**src/rtl/poly_pkg.sv**
```systemverilog
// Shared definitions for the cubic polynomial datapath: default widths and the
// state encoding used by the inverse search FSM.
package poly_pkg;

  localparam int POLY_XW = 2;
  localparam int POLY_KW = 2;

  typedef logic [1:0] poly_state_t;

  localparam poly_state_t ST_IDLE = 2'd0;
  localparam poly_state_t ST_CALC = 2'd1;
  localparam poly_state_t ST_DONE = 2'd2;

endpackage

```
**src/rtl/poly_cube.sv**
```systemverilog
// Combinational cube unit: XW-bit x in, 3*XW-bit x*x*x out. The full-width
// product cannot overflow, so no saturation is needed.
module poly_cube
  import poly_pkg::*;
#(
  parameter  int XW = POLY_XW,
  localparam int YW = 3 * XW
) (
  input  logic [XW-1:0] x_i,
  output logic [YW-1:0] cube_o
);

  logic [2*XW-1:0] sq;
  logic [YW-1:0]   sq_ext;
  logic [YW-1:0]   x_ext;

  assign sq     = {{XW{1'b0}}, x_i} * {{XW{1'b0}}, x_i};
  assign sq_ext = {{XW{1'b0}}, sq};
  assign x_ext  = {{(2*XW){1'b0}}, x_i};
  assign cube_o = sq_ext * x_ext;

endmodule

```
**src/rtl/cubic_poly_inv.sv**
```systemverilog
// Bit-serial restoring inverse of y = x^3 + k: finds the largest x with x^3 <= y - k.
// Optional residue output (t - x^3) is built when POLY_INV_RESIDUE_EN is defined.
module cubic_poly_inv
  import poly_pkg::*;
#(
  parameter  int XW = POLY_XW,
  parameter  int KW = POLY_KW,
  localparam int YW = 3 * XW
) (
  input  logic          clk,
  input  logic          rst_n,
  input  logic          in_valid,
  output logic          in_ready,
  input  logic [YW-1:0] y_in,
  input  logic [KW-1:0] k_in,
  output logic          out_valid,
  input  logic          out_ready,
  output logic [XW-1:0] x_out,
  output logic          exact,
  output logic          underflow
`ifdef POLY_INV_RESIDUE_EN
  ,
  output logic [YW-1:0] residue
`endif
);

  localparam int IW = (XW > 1) ? $clog2(XW) : 1;

  poly_state_t   state_q, state_d;
  logic [YW-1:0] t_q, t_d;
  logic [XW-1:0] x_acc_q, x_acc_d;
  logic [IW-1:0] i_q, i_d;
  logic          underflow_q, underflow_d;
  logic          exact_q, exact_d;

  logic [YW:0]   t_full;
  logic [XW-1:0] bit_sel;
  logic [XW-1:0] cand;
  logic [YW-1:0] cand_cube;
  logic [XW-1:0] x_keep;
  logic [YW-1:0] chk_cube;

  // One extra bit so a negative difference shows up as the MSB.
  assign t_full  = {1'b0, y_in} - (YW+1)'(k_in);
  assign bit_sel = XW'(1) << i_q;
  assign cand    = x_acc_q | bit_sel;
  assign x_keep  = (cand_cube <= t_q) ? cand : x_acc_q;

  poly_cube #(.XW(XW)) u_cube_cand (
    .x_i    (cand),
    .cube_o (cand_cube)
  );

  // Checks the value the search is about to commit, so exact/residue can be
  // registered on the same edge that enters DONE.
  poly_cube #(.XW(XW)) u_cube_chk (
    .x_i    (x_keep),
    .cube_o (chk_cube)
  );

`ifdef POLY_INV_RESIDUE_EN
  logic [YW-1:0] residue_q, residue_d;
`endif

  always_comb begin
    state_d     = state_q;
    t_d         = t_q;
    x_acc_d     = x_acc_q;
    i_d         = i_q;
    underflow_d = underflow_q;
    exact_d     = exact_q;
`ifdef POLY_INV_RESIDUE_EN
    residue_d   = residue_q;
`endif
    case (state_q)
      ST_IDLE: begin
        if (in_valid) begin
          t_d         = t_full[YW-1:0];
          x_acc_d     = '0;
          i_d         = IW'(XW - 1);
          exact_d     = 1'b0;
`ifdef POLY_INV_RESIDUE_EN
          residue_d   = '0;
`endif
          if (t_full[YW]) begin
            underflow_d = 1'b1;
            state_d     = ST_DONE;
          end else begin
            underflow_d = 1'b0;
            state_d     = ST_CALC;
          end
        end
      end
      ST_CALC: begin
        x_acc_d = x_keep;
        if (i_q == '0) begin
          state_d   = ST_DONE;
          exact_d   = (chk_cube == t_q);
`ifdef POLY_INV_RESIDUE_EN
          residue_d = t_q - chk_cube;
`endif
        end else begin
          i_d = i_q - IW'(1);
        end
      end
      ST_DONE: begin
        if (out_ready) begin
          state_d = ST_IDLE;
        end
      end
      default: begin
        state_d = ST_IDLE;
      end
    endcase
  end

  always_ff @(posedge clk or negedge rst_n) begin
    if (!rst_n) begin
      state_q     <= ST_IDLE;
      t_q         <= '0;
      x_acc_q     <= '0;
      i_q         <= '0;
      underflow_q <= 1'b0;
      exact_q     <= 1'b0;
    end else begin
      state_q     <= state_d;
      t_q         <= t_d;
      x_acc_q     <= x_acc_d;
      i_q         <= i_d;
      underflow_q <= underflow_d;
      exact_q     <= exact_d;
    end
  end

`ifdef POLY_INV_RESIDUE_EN
  always_ff @(posedge clk or negedge rst_n) begin
    if (!rst_n) begin
      residue_q <= '0;
    end else begin
      residue_q <= residue_d;
    end
  end

  assign residue = residue_q;
`endif

  assign in_ready  = (state_q == ST_IDLE);
  assign out_valid = (state_q == ST_DONE);
  assign x_out     = x_acc_q;
  assign exact     = exact_q;
  assign underflow = underflow_q;

endmodule
```
**config.mk**
```make
export PLATFORM = sky130hd
export DESIGN_NAME = cubic_poly_inv
export DESIGN_NICKNAME = d
export VERILOG_FILES = /design/src/rtl/poly_pkg.sv /design/src/rtl/poly_cube.sv /design/src/rtl/cubic_poly_inv.sv
export SDC_FILE = /design/constraint.sdc
export NUM_CORES = 1
export LEC_CHECK = 0
export BUFFER_PORTS_ARGS = -buffer_cell sky130_fd_sc_hd__buf_2
export CORE_UTILIZATION = 37
export CTS_BUF_LIST = sky130_fd_sc_hd__clkbuf_8
export CTS_CLUSTER_SIZE = 10
export DETAILED_ROUTE_END_ITERATION = 6
export GPL_ROUTABILITY_DRIVEN = 0
export SETUP_SLACK_MARGIN = 0.5
export SLEW_MARGIN = 20
export SYNTH_ARGS = -nofsm -noshare
export SYNTH_HDL_FRONTEND = slang
export SYNTH_SLANG_ARGS = --single-unit
```
**constraint.sdc**
```tcl
create_clock -name clk -period 2.35 [get_ports clk]
set_clock_uncertainty 0.15 [all_clocks]
set_input_delay 0.1175 -clock clk [delete_from_list [all_inputs] [get_ports clk]]
set_output_delay 0.1175 -clock clk [all_outputs]
set_load 0.02 [all_outputs]
```
==> flow_summary.toml <==
[placed_design]
dp.final_hpwl_mm = 1.61
numPortBuffers = 17
dp.cells = 153

[synth]
synth_edf_count = 0
avgSynthCellArea_sq_um = 8.75
ys_warn_count = 0
synth_cells = 105
synth_cell_types = 34
synth_seq_cells = 13
ys.flop_type = "dfrtp_1"
synth_seq_area_share_pct = 35.4
synth-async-reset-ratio_pct = 100
synth_area_sq_um = 918

[setup_path]
required_ns = 2.33
critPathArrivalTime_ns = 2.26
cp-startpoint = "i_q$_DFFE_PN0P_"
worstSetupEndpointType = "register"
cp_max_fo = 4
r2r_slack_ns = 0.07
crit_type = "register to register"
timing.rr.start = "i_q$_DFFE_PN0P_"
rr_worst_depth = 8
r2r_end = "exact$_DFFE_PN0P_"
worstSetupStartpointType = "register"

[power_and_ir_drop]
power_frac_comb_pct = 61.2
power_w = 0.00161
swShare_pct = 44.0
power_frac_clock_pct = 12.5
switching_power_w = 0.000708
vdd_drop_max_mv = 0.512
power.internal_w = 0.000900
p_leak_nw = 0.590
power_frac_seq_pct = 26.3
cellPowerDensity_nw_per_um2 = 1360

[clocking]
clk_latency_ns = 0.25
cts_made_buffers = 3
clkTransAtPathRegs_ns = 0.06
cts_tree = "built"
clk_path_buf_depth = 2
clockRootBuffer = "clkbuf_8"
htree_levels = 1
clock-sinks = 13

[detailed_routing]
wl_mm = 2.04
wire_per_inst_um = 12.7
drt_iter0_markers = 6
wl_met3_um = 70
m1WireLength_um = 904
first_pass_iters = 4
vias_per_cell = 5.19
drc = 0
wl_met2_mm = 1.03
vias = 831
top_layer_used = "met4"
ant_nets = 0

[cells_and_area]
diodes = 0
layout.cells.non_filler = 160
nNetsFinal = 154
area_growth_pct = 29.2
drive_gt1_share_pct = 34.1

[floorplanning]
io_pins = 18
design.core.area_sq_um = 2280
die_x_um = 51.8
start_util_pct = 40.4
die_h_um = 51.8
die_area_sq_um = 2690
num_rows = 17

[global_route]
overflow = 0
grt_pass1_wl_mm = 3.32
antenna_found_initial = 0
grt_max_degree = 15
grt_usage_pct = 17.0
grt_pass1_vias = 775

[sta]
max_freq_mhz = 439
rsz0062_at_grt = "yes"
period_minus_slack_ns = 2.28
setup_viol = 0
whs_ns = 0.0185
fin_crit_sh_pct = 97.0
slew_violations = 0
tns_ns = 0
hold_viol_final = 0

[hold_path]
holdPathStages = 3
min_from = "k_in[0]"
hold_path.class = "primary input to register"
holdPathEnd = "t_q[0]$_DFFE_PN0P_"

[status]
status = "complete, no violations"

[job]
drv_cap = 0
-- cells in the mapped netlist (2+ instances only) --
master	instances	area share (%)
a22oi_1	2	1.6
nand3_1	2	1.1
inv_1	10	4.1
and4_1	2	1.9
mux2_2	2	2.5
nor2_1	12	4.9
ha_1	8	11
dfrtp_1	13	35
nor4_1	2	1.4
nand2_1	10	4.1
o21ai_0	7	3.8
clkbuf_1	2	0.82
xor2_1	3	2.9
o21ai_1	2	1.1
a21oi_1	8	4.4
a221oi_1	2	1.9
-- cell usage in the layout (no fill, tap or decap), types with 2 or more instances in the layout --
master	instances
a21oi_1	6
a21oi_2	2
a22oi_1	2
buf_2	17
buf_4	6
clkbuf_8	3
conb_1	2
dfrtp_1	11
dfrtp_2	2
ha_1	7
inv_1	11
nand2_1	10
nor2_1	12
nor4_1	2
o21ai_0	7
o31ai_2	2
xor2_1	3
-- worst max path at each step --
stage	slack, ns	to	depth (start not counted)
after detailed placement	0.06	exact$_DFFE_PN0P_	8
after floorplan	0.1	exact$_DFFE_PN0P_	8
after global placement	0.12	exact$_DFFE_PN0P_	8
final	0.07	exact$_DFFE_PN0P_	8
after CTS	0.08	exact$_DFFE_PN0P_	8
after global routing	0.000003	exact$_DFFE_PN0P_	8
-- routing by layer --
layer	up-vias	GRT usage, %
met5	-	0
li1	416	-
met1	387	19.6
met3	4	4.39
met2	24	31.0
met4	0	4.05
-- through the flow --
stage / utilization (%) / cell area [sq um] / setup WS [ns]
global route: 52.1 / 1190 / 0.00000333
global placement: 48.3 / 1100 / 0.123
CTS: 51.3 / 1170 / 0.0779
floorplan: - / 957 / 0.0975
detailed placement: 48.3 / 1100 / 0.0575
finish: 52.1 / 1190 / 0.0712
-- power groups by stage --
stage | Sequential, W | Combinational (W) | Clock (W)
after detailed placement | 0.000426 | 0.000889 | 0
after CTS | 0.000420 | 0.000942 | 0.000206
after floorplan | 0.000440 | 0.000629 | 0
final | 0.000423 | 0.000983 | 0.000201
after global placement | 0.000422 | 0.000872 | 0
after global routing | 0.000436 | 0.00109 | 0.000213
-- what timing repair did --
item / CTS / global route
hold buffers: 1 / 0
resized for setup: 2 / 2
setup endpoints to repair: 3 / 3
setup buffers: 1 / 1
hold endpoints to repair: 13 / 0
pin swaps: 2 / 1
-- cell type report --
cell class / instances / area (sq um)
inverter: 11 / 41.3
timing repair buffer: 24 / 140
fill: 218 / 1090
sequential: 13 / 328
clock inverter: 1 / 3.75
tap: 28 / 35.0
clock buffer: 3 / 41.3
multi-input combinational: 80 / 597
-- cell families after synthesis --
logic type / after synthesis / synth area share (%)
AO/OA/AOI/OAI: 29 / 20.8
XOR/XNOR: 4 / 3.82
adder cells (fa/ha/maj): 9 / 13.1
buffers and inverters: 13 / 5.31
flip-flops: 13 / 35.4
multiplexers: 3 / 3.54
other: 1 / 0.408
AND/OR/NAND/NOR: 33 / 17.6
-- registers in the layout (all words and copies together), names as in the netlist --
name / cells
state_q: 2
x_out: 2
i_q: 1
underflow: 1
t_q: 6
exact: 1
-- critical path: stages, from the launching register on --
cell     delay, ns
dfrtp_1       0.42
mux2_4        0.35
ha_4          0.27
and4_4        0.21
o21ai_2       0.07
a31o_4        0.23
a21oi_2       0.13
mux2i_1       0.23
o31ai_2       0.08
(Power assumes the default switching activity.)
